`src/rtl/uart_receiver_if.sv`:
```
// Byte hand-off from the UART receive FIFO head to its consumer.
// The receiver drives the master side; the CPU read path is the slave.
interface uart_receiver_if;
   logic [7:0] o_data;
   logic       o_valid;
   logic       i_ready;

   modport master (output o_data, output o_valid, input i_ready);
   modport slave  (input o_data, input o_valid, output i_ready);
endinterface

```
`src/rtl/uart_receiver.sv`:
```
// 8N1 UART receiver: two-flop RXD synchronizer, mid-bit sampling FSM, small receive FIFO
// with a registered head, and sticky framing-error / overrun flags.
module uart_receiver #(
   parameter int unsigned clk_freq_hz = 100_000_000,
   parameter int unsigned baud_rate   = 1_000_000,
   parameter int unsigned fifo_depth  = 4
) (
   input  logic                   i_clk,
   input  logic                   i_rst,
   input  logic                   i_rx,
   input  logic                   i_clr_err,
   uart_receiver_if.master        io_rd,
   output logic                   o_frame_err,
   output logic                   o_overrun,
   output logic                   o_busy
);
   localparam int unsigned CLKS_PER_BIT = clk_freq_hz / baud_rate;
   localparam int unsigned CW           = $clog2(CLKS_PER_BIT);
   localparam int unsigned AW           = $clog2(fifo_depth);
   localparam logic [CW-1:0] HALF_LOAD  = CW'(CLKS_PER_BIT / 2 - 1);
   localparam logic [CW-1:0] FULL_LOAD  = CW'(CLKS_PER_BIT - 1);

   typedef enum logic [1:0] {S_IDLE, S_START, S_DATA, S_STOP} state_t;

   logic          r_rx_meta, r_rx_s;
   logic [1:0]    r_fill;
   logic          r_armed;
   state_t        r_state;
   logic [CW-1:0] r_cnt;
   logic [2:0]    r_bit_idx;
   logic [7:0]    r_shift;
   logic          r_busy;
   logic [7:0]    r_mem [fifo_depth];
   logic [AW:0]   r_wr_ptr, r_rd_ptr;
   logic [7:0]    r_data;
   logic          r_valid;
   logic          r_frame_err, r_overrun;

   logic          w_cnt_zero, w_stop_tick, w_push, w_bad_stop;
   logic          w_full, w_pop, w_push_ok, w_drop;
   logic [AW:0]   w_wr_next, w_rd_next;

   assign w_cnt_zero  = (r_cnt == '0);
   assign w_stop_tick = (r_state == S_STOP) && w_cnt_zero;
   assign w_push      = w_stop_tick & r_rx_s;
   assign w_bad_stop  = w_stop_tick & ~r_rx_s;

   assign w_full    = (r_wr_ptr[AW-1:0] == r_rd_ptr[AW-1:0]) && (r_wr_ptr[AW] != r_rd_ptr[AW]);
   assign w_pop     = r_valid & io_rd.i_ready;
   assign w_push_ok = w_push & (~w_full | w_pop);
   assign w_drop    = w_push & w_full & ~w_pop;
   assign w_wr_next = r_wr_ptr + {{AW{1'b0}}, w_push_ok};
   assign w_rd_next = r_rd_ptr + {{AW{1'b0}}, w_pop};

   // NOTE: synchronizer resets to the idle-high line level; r_fill holds off arming until
   // both flops carry real samples, so a line held low through reset never looks like a start.
   always_ff @(posedge i_clk or posedge i_rst) begin
      if (i_rst) begin
         r_rx_meta <= 1'b1;
         r_rx_s    <= 1'b1;
         r_fill    <= 2'b00;
         r_armed   <= 1'b0;
      end else begin
         r_rx_meta <= i_rx;
         r_rx_s    <= r_rx_meta;
         r_fill    <= {r_fill[0], 1'b1};
         if (r_fill[1] && r_rx_s) r_armed <= 1'b1;
      end
   end

   always_ff @(posedge i_clk or posedge i_rst) begin
      if (i_rst) begin
         r_state   <= S_IDLE;
         r_cnt     <= '0;
         r_bit_idx <= '0;
         r_shift   <= '0;
         r_busy    <= 1'b0;
      end else begin
         case (r_state)
            S_IDLE: begin
               if (r_armed && !r_rx_s) begin
                  r_state <= S_START;
                  r_cnt   <= HALF_LOAD;
                  r_busy  <= 1'b1;
               end
            end
            S_START: begin
               if (!w_cnt_zero) begin
                  r_cnt <= r_cnt - CW'(1);
               end else if (r_rx_s) begin
                  r_state <= S_IDLE;
                  r_busy  <= 1'b0;
               end else begin
                  r_state   <= S_DATA;
                  r_cnt     <= FULL_LOAD;
                  r_bit_idx <= '0;
               end
            end
            S_DATA: begin
               if (!w_cnt_zero) begin
                  r_cnt <= r_cnt - CW'(1);
               end else begin
                  r_shift   <= {r_rx_s, r_shift[7:1]};
                  r_bit_idx <= r_bit_idx + 3'd1;
                  r_cnt     <= FULL_LOAD;
                  if (r_bit_idx == 3'd7) r_state <= S_STOP;
               end
            end
            S_STOP: begin
               // Leave at mid-stop so a start bit right behind this frame is not missed.
               if (!w_cnt_zero) begin
                  r_cnt <= r_cnt - CW'(1);
               end else begin
                  r_state <= S_IDLE;
                  r_busy  <= 1'b0;
               end
            end
            default: begin
               r_state <= S_IDLE;
               r_busy  <= 1'b0;
            end
         endcase
      end
   end

   // NOTE: storage is deliberately not reset; validity is tracked entirely by the pointers.
   always_ff @(posedge i_clk) begin
      if (w_push_ok) r_mem[r_wr_ptr[AW-1:0]] <= r_shift;
   end

   always_ff @(posedge i_clk or posedge i_rst) begin
      if (i_rst) begin
         r_wr_ptr <= '0;
         r_rd_ptr <= '0;
         r_data   <= '0;
         r_valid  <= 1'b0;
      end else begin
         r_wr_ptr <= w_wr_next;
         r_rd_ptr <= w_rd_next;
         r_valid  <= (w_wr_next != w_rd_next);
         // Bypass the byte being written when it lands directly in the head slot.
         if (w_push_ok && (r_wr_ptr == w_rd_next))
            r_data <= r_shift;
         else if (w_pop && (w_wr_next != w_rd_next))
            r_data <= r_mem[w_rd_next[AW-1:0]];
      end
   end

   always_ff @(posedge i_clk or posedge i_rst) begin
      if (i_rst) begin
         r_frame_err <= 1'b0;
         r_overrun   <= 1'b0;
      end else begin
         if (w_bad_stop)     r_frame_err <= 1'b1;
         else if (i_clr_err) r_frame_err <= 1'b0;
         if (w_drop)         r_overrun   <= 1'b1;
         else if (i_clr_err) r_overrun   <= 1'b0;
      end
   end

   assign io_rd.o_data  = r_data;
   assign io_rd.o_valid = r_valid;
   assign o_frame_err   = r_frame_err;
   assign o_overrun     = r_overrun;
   assign o_busy        = r_busy;
endmodule
```
`src/flat_wrapper.sv`:
```
// flat-port wrapper written by rule: the top's interface ports become plain ports
module uart_receiver_flat 
#(
   parameter int unsigned clk_freq_hz = 100_000_000,
   parameter int unsigned baud_rate   = 1_000_000,
   parameter int unsigned fifo_depth  = 4
)
  (i_clk, i_rst, i_rx, i_clr_err, o_frame_err, o_overrun, o_busy, io_rd_o_data, io_rd_o_valid, io_rd_i_ready);
  uart_receiver_if io_rd_i ();
  input  logic i_clk;
  input  logic i_rst;
  input  logic i_rx;
  input  logic i_clr_err;
  output logic o_frame_err;
  output logic o_overrun;
  output logic o_busy;
  output wire logic [$bits(io_rd_i.o_data)-1:0] io_rd_o_data;
  output wire logic [$bits(io_rd_i.o_valid)-1:0] io_rd_o_valid;
  input wire logic [$bits(io_rd_i.i_ready)-1:0] io_rd_i_ready;
  assign io_rd_o_data = io_rd_i.o_data;
  assign io_rd_o_valid = io_rd_i.o_valid;
  assign io_rd_i.i_ready = io_rd_i_ready;
  uart_receiver #(.clk_freq_hz(clk_freq_hz), .baud_rate(baud_rate), .fifo_depth(fifo_depth)) u_core (.i_clk(i_clk), .i_rst(i_rst), .i_rx(i_rx), .i_clr_err(i_clr_err), .io_rd(io_rd_i), .o_frame_err(o_frame_err), .o_overrun(o_overrun), .o_busy(o_busy));
endmodule
```
`config.mk`:
```
export PLATFORM = sky130hd
export DESIGN_NAME = uart_receiver_flat
export DESIGN_NICKNAME = d
export VERILOG_FILES = /design/src/rtl/uart_receiver_if.sv /design/src/rtl/uart_receiver.sv /design/src/flat_wrapper.sv
export SDC_FILE = /design/constraint.sdc
export NUM_CORES = 1
export LEC_CHECK = 0
export ABC_AREA = 1
export BUFFER_PORTS_ARGS = -buffer_cell sky130_fd_sc_hd__buf_2
export CAP_MARGIN = 10
export CORE_ASPECT_RATIO = 0.7
export CORE_UTILIZATION = 35
export DETAILED_ROUTE_END_ITERATION = 16
export GPL_TIMING_DRIVEN = 0
export PLACE_DENSITY = 0.49
export SLEW_MARGIN = 20
export SYNTH_ARGS = -nofsm -noshare
export SYNTH_HDL_FRONTEND = slang
export SYNTH_SLANG_ARGS = --single-unit
```
`constraint.sdc`:
```
create_clock -name i_clk -period 2.7 [get_ports i_clk]
set_input_delay 0.54 -clock i_clk [delete_from_list [all_inputs] [get_ports i_clk]]
set_output_delay 0.54 -clock i_clk [all_outputs]
set_load 0.01 [all_outputs]
```
[After elaboration in Yosys (flattened, before gate mapping)]
Memory sizes are Yosys's and may differ from the RTL's.
Index checks and enable logic that the tools add are counted.
W data, S select, Z words.
Cells by class
  multiply operators: 0
  reduce and logical (&&, ||, !) cells: 19
  divide/modulo/power cells: 0
  $add $sub $neg: 4
  magnitude comparators: 0
  eq/ne operators: 17
  muxes and demuxes: 29
  shift operators: 0
  bitwise operators: 10
Operators by type and width (number)
  $mux W7: 5
  $pmux W7 S4: 1
  $mux W8: 2
  $mux W2: 6
  $ne A2 B1 Y1 const B: 6
  $reduce_and A5 Y1: 2
  $mux W1: 9
  $mux W3: 3
  $pmux W2 S4: 1
  $reduce_bool A2 Y1: 4
  $logic_not A7 Y1: 1
  $sub A7 B1 Y7 const B: 1
  $add A3 B1 Y3: 2
  $and A1 B1 Y1: 6
  $logic_and A1 B1 Y1: 6
  $pmux W3 S2: 1
  $eq A2 B2 Y1 const B: 2
  $ne A2 B2 Y1 const B: 2
  $reduce_and A4 Y1: 1
  $add A3 B1 Y3 const B: 1
  $eq A3 B3 Y1: 1
  $eq A3 B3 Y1 const B: 1
  $ne A3 B3 Y1: 1
  $ne A3 B3 Y1 const B: 1
  11 further kinds: 13
Storage, ports and cells
  memories kept: 1
  word-level logic and storage cells: 95
  memory bits (read-only): 0
  bits of input ports: 5
  bits in latches: 0
  RAM bits: 32
  register bits: 43
  output and inout port bits: 12
Memory list
  u_core.r_mem: depth 4, width 8, read ports 1, clocked after memory_dff 0, write ports 1, RTL line uart_receiver.sv:33  | logic [7:0] r_mem [fifo_depth];

[Logic depth before layout (Yosys ltp)]
  depth in word-level cells: 10
  gate-level depth with buffers: 20
  gate-level depth less buffers: 18

[Least setup slack after synthesis]
Ideal clock, no wire load.
  path kind: flip-flop to flip-flop
  from: register u_core.r_cnt[0]
  to: register u_core.r_data[4] (netlist: u_core.io_rd.o_data[4])
  stages on the path, launching flop included: 19
  buffers on the path: 2
  data required time: 2576 ps
  path slack: 332 ps
  arrival: 2243 ps
  library setup time: 124 ps
  period minus slack after synthesis: 2368 ps
  path through: dfrtp_1 inv_1 ha_1 nand2_1 nor2_4 nand3_2 nor2_2 buf_6 ha_1 ha_1 nand2_1 nand2_1 nor2_2 nand3_2 nand2_4 buf_6 nor2_1 nand2_1 nand3_1
Between the ends
  cells in the longest elaborated chain, start to end: 8
  elaborated cells between the ends (all ways): 10
  those cells by class: add/sub (1); eq/ne (1); mux (1); bitwise (2); reduce/logical (5)
Ends and longest elaborated chain
  start: declaration: RTL line uart_receiver.sv:29  | logic [CW-1:0] r_cnt;
  start signal: assignment: RTL line uart_receiver.sv:89  | r_cnt <= r_cnt - CW'(1);
  start signal: assignment: RTL line uart_receiver.sv:101  | r_cnt <= r_cnt - CW'(1);
  start signal: assignment: RTL line uart_receiver.sv:112  | r_cnt <= r_cnt - CW'(1);
  $logic_not A7 Y1: RTL line uart_receiver.sv:43  | assign w_cnt_zero = (r_cnt == '0);
  $logic_and A1 B1 Y1: RTL line uart_receiver.sv:44  | assign w_stop_tick = (r_state == S_STOP) && w_cnt_zero;
  $and A1 B1 Y1: RTL line uart_receiver.sv:45  | assign w_push = w_stop_tick & r_rx_s;
  $and A1 B1 Y1: RTL line uart_receiver.sv:50  | assign w_push_ok = w_push & (~w_full | w_pop);
  $add A3 B1 Y3: RTL line uart_receiver.sv:52  | assign w_wr_next = r_wr_ptr + {{AW{1'b0}}, w_push_ok};
  via u_core.w_wr_next[1]: RTL line uart_receiver.sv:41  | logic [AW:0] w_wr_next, w_rd_next;
  $ne A3 B3 Y1: RTL line uart_receiver.sv:144  | else if (w_pop && (w_wr_next != w_rd_next))
  $logic_and A1 B1 Y1: RTL line uart_receiver.sv:144
  $reduce_bool A2 Y1 (no line)
  end signal: assignment: RTL line uart_receiver.sv:143  | r_data <= r_shift;
  end signal: assignment: RTL line uart_receiver.sv:145  | r_data <= r_mem[w_rd_next[AW-1:0]];
  end: declaration: RTL line uart_receiver.sv:35  | logic [7:0] r_data;
The timed path passes the listed nets, and every way through them passes these cells.
A chain may end at the register's enable or synchronous reset.

[Worst setup path in the final report]
  from: register u_core.r_cnt[0]
  to: memory u_core.r_mem[3][5], enable pin
Between the ends
  cells in the longest elaborated chain, start to end: 6
Ends and longest elaborated chain
  $logic_not A7 Y1: RTL line uart_receiver.sv:43
  $logic_and A1 B1 Y1: RTL line uart_receiver.sv:44
  $and A1 B1 Y1: RTL line uart_receiver.sv:45
  $and A1 B1 Y1: RTL line uart_receiver.sv:50
  $mux W1: RTL line uart_receiver.sv:128  | if (w_push_ok) r_mem[r_wr_ptr[AW-1:0]] <= r_shift;
  $mux W1 (implied by the code): RTL line uart_receiver.sv:128
  end: declaration: RTL line uart_receiver.sv:33
No other way between the ends.

==> summary.txt <==
Floorplan
  • Ports: 17
  • Core Rows: 30
  • Die X: 124 um
  • Initial core utilization: 0.369
  • Core ar.: 9910 um^2
  • Die Y: 87.6 um
  • Die Area: 10900 um^2

Yosys
  • Distinct cells, synth: 34
  • Post-synthesis compound-gate area fraction: 0.0701
  • Adder-Cell Fraction of Synth Area: 0.0410
  • YS warnings: 0
  • Cell count after synthesis: 394
  • Main combinational cell family by area after synthesis: simple AND/OR/NAND/NOR gates
  • Post-synth net total: 411
  • Synth Area in Simple Gates: 0.250
  • Xor and xnor area share after synthesis: 0.00923
  • Mapped Area: 3660 um^2
  • Yosys reg bits: 75
  • Mux share of post-synthesis cell area: 0
  • Post-synthesis sequential area ratio: 0.557
  • Syn_area_per_cell: 9.29 um^2

CTS
  • Worst-path clk slew: 0.06 ns
  • Sinks on Clock Net: 75
  • Clk_lat worst skew: 0.34 ns
  • Root buf cell: clkbuf_16
  • CTS tree: yes
  • CTS Buffer Depth: 2
  • Htree depth: 3
  • Hold Buf Count CTS: 0
  • CTS buffer count: 9

Critical path
  • Crit path launch type: flip-flop
  • Crit path cell chain: inv_1, ha_1, nand2_2, nor2_4, nand3_4, nor2_4, buf_6, buf_4, nand2_2, nor2_1
  • Crit-path max cell delay: 0.69 ns
  • CP required: 2.66 ns
  • Setup CP Type: reg -> reg
  • Critical path fanouts, max: 9
  • Slowest CP cell: nor2_1
  • Type of destination of the critical path: flip-flop
  • CP delay by family, top: simple AND/OR/NAND/NOR gates
  • Arr. time, crit path: 2.49 ns
  • Buf/Inv on CP: 3

Layout
  • Share of cells above drive strength 1: 0.179
  • Fillcell total: 1000
  • Most common cell after layout, fill and taps aside: nand2_1
  • Final Util: 0.428
  • Register area: 2040 um^2
  • Multi-input gate area: 1380 um^2
  • Highest-count cells in the layout ignoring fill and taps: nand2_1 (87), nor2_1 (51), inv_1 (41)
  • Area delta synth->final: 16.0%
  • Fin nets: 443
  • Final Instance Area: 4250 um^2
  • ANT cells: 0

Route
  • Routed vias: 2627
  • Drt first pass iters: 4
  • Via/cell ratio: 4.70
  • DRC: 0
  • Average wire per standard cell: 14.8 um
  • 1st-iter DRT viols: 175
  • Met3 WL: 326 um
  • Final ANT Viol Nets: 0
  • WL met2: 3.35 mm
  • Total wire length: 8.29 mm
  • Top Metal Used: met4
  • M1 WL: 4.53 mm

Pwr
  • PwrDens: 1060 nW/um^2
  • Tot Pwr: 4.49 mW
  • Leak pwr: 1.97 nW
  • Maximum VDD drop: 362 uV

Placed design
  • Placer Congestion: 0.798
  • Port Buffers: 16
  • Hpwl dp: 5.76 mm
  • Total placed instance area: 3930 um^2

STA
  • Worst clock skew: 0.00617 ns
  • Final setup violating endpoints: 0
  • F_max: 395 MHz
  • Worst hold slack: 0.268 ns
  • Worst Tran Pin Value: 0.908 ns
  • Hold Violations, Final: 0
  • Min Clock Period, post-route: 2.53 ns
  • Max-slew headroom at the worst pin: 0.392
  • Max-slew violation count: 0
  • Final Cycle Share: 0.938

Run status
  • Status: finished clean

Global routing
  • GRT Total Usage: 0.170
  • First-pass GRT wire length: 13.7 mm
  • Grt ovf: 0
  • Vias in the first global route: 2488
  • Largest net degree at the start of global routing: 24
  • Initial antenna violation count: 0

Flow run
  • Max-Cap Viols: 0

Worst hold path
  • Hold Path Class: in -> async
cell type report:
cell class                 instances  area share
clock buffer                      14      0.0575
multi-input combinational        261       0.325
timing repair buffer              21      0.0324
clock inverter                     2     0.00295
inverter                          49      0.0439
tap                              128      0.0377
buffer                             9      0.0200
sequential                        75       0.481
metal layers:
layer | up-vias | GRT usage
li1 | 1346 | -
met1 | 1237 | 0.251
met2 | 38 | 0.239
met3 | 6 | 0.0525
met4 | 0 | 0.0493
met5 | - | 0
final timing paths:
check / start / endpoint / slack [ns] / cells past startpoint
worst max-delay path: u_core.r_cnt[0] / u_core.r_mem[3][5] / 0.17 / 10
worst min-delay path: i_rst / u_core.r_cnt[4] / 0.27 / 2
worst max register to register: u_core.r_cnt[0] / u_core.r_mem[3][5] / 0.17 / 10
worst min register to register: u_core.r_rx_meta / u_core.r_rx_s / 0.36 / 0
max in group asynchronous: i_rst / u_core.r_shift[4] / 1.92 / 3
min in group i_clk: i_rx / u_core.r_rx_meta / 0.30 / 1
Yosys cell counts (all sizes together):
cell / count / share of area
a22oi: 1 / 0.0021
o22ai: 2 / 0.0034
a31oi: 1 / 0.0017
dfrtp: 41 / 0.28
nor2: 59 / 0.073
a21boi: 1 / 0.0021
xor2: 2 / 0.0048
o21ai: 37 / 0.051
xnor2: 1 / 0.0044
o21bai: 1 / 0.0021
and2: 1 / 0.0017
nand2: 93 / 0.10
nand4: 1 / 0.0017
ha: 12 / 0.041
nor3: 1 / 0.0014
inv: 48 / 0.050
a21oi: 6 / 0.0082
edfxtp: 32 / 0.26
dfstp: 2 / 0.014
nand3: 41 / 0.072
buf: 9 / 0.021
clkinv: 1 / 0.0010
conb: 1 / 0.0010
per-stage QoR:
step	instances	worst slack, ns	TNS, ns
2_1_floorplan	394	0.332	0
4_1_cts	557	0.0474	0
5_1_grt	559	-0.0161	-0.0399
3_3_place_gp	538	-0.107	-0.187
6_report	559	0.167	0
3_5_place_dp	539	-0.147	-0.632
where the power goes:
group          internal [mW]  switching (mW)  total, mW  leakage [nW]
Sequential              1.36           0.155       1.52         0.869
Clock                  0.622           0.443       1.07         0.121
Combinational          0.710            1.20       1.91         0.976
Total                   2.70            1.80       4.49          1.97
what timing repair did:
action / in CTS / in global routing
endpoints found under the setup margin: 8 / 15
gates resized for setup: 1 / 7
pin swaps: 1 / 3
setup buffers: 2 / 2
worst reg2reg max path, stage by stage (launching register included):
cell     delay, ns
dfrtp_1       0.40
inv_1         0.11
ha_1          0.18
nand2_2       0.08
nor2_4        0.14
nand3_4       0.09
nor2_4        0.11
buf_6         0.11
buf_4         0.18
nand2_2       0.06
nor2_1        0.69
logic make-up (layout without fill, tap and decap cells):
family,Yosys count,after routing
simple gates,196,196
fa+ha+maj,12,12
other cells,1,1
buf+inv,58,95
compound gates,49,49
xor+xnor,3,3
flops,75,75
sequential cells by signal, indices dropped and copies added (netlist names), 2 cells and up, named ones only:
register / cells
u_core.r_cnt: 7
u_core.r_wr_ptr: 3
u_core.r_mem: 32
u_core.r_rd_ptr: 3
u_core.io_rd.o_data: 8
u_core.r_shift: 8
u_core.r_bit_idx: 3
u_core.r_fill: 2
Power figures use the tool's default switching activity.
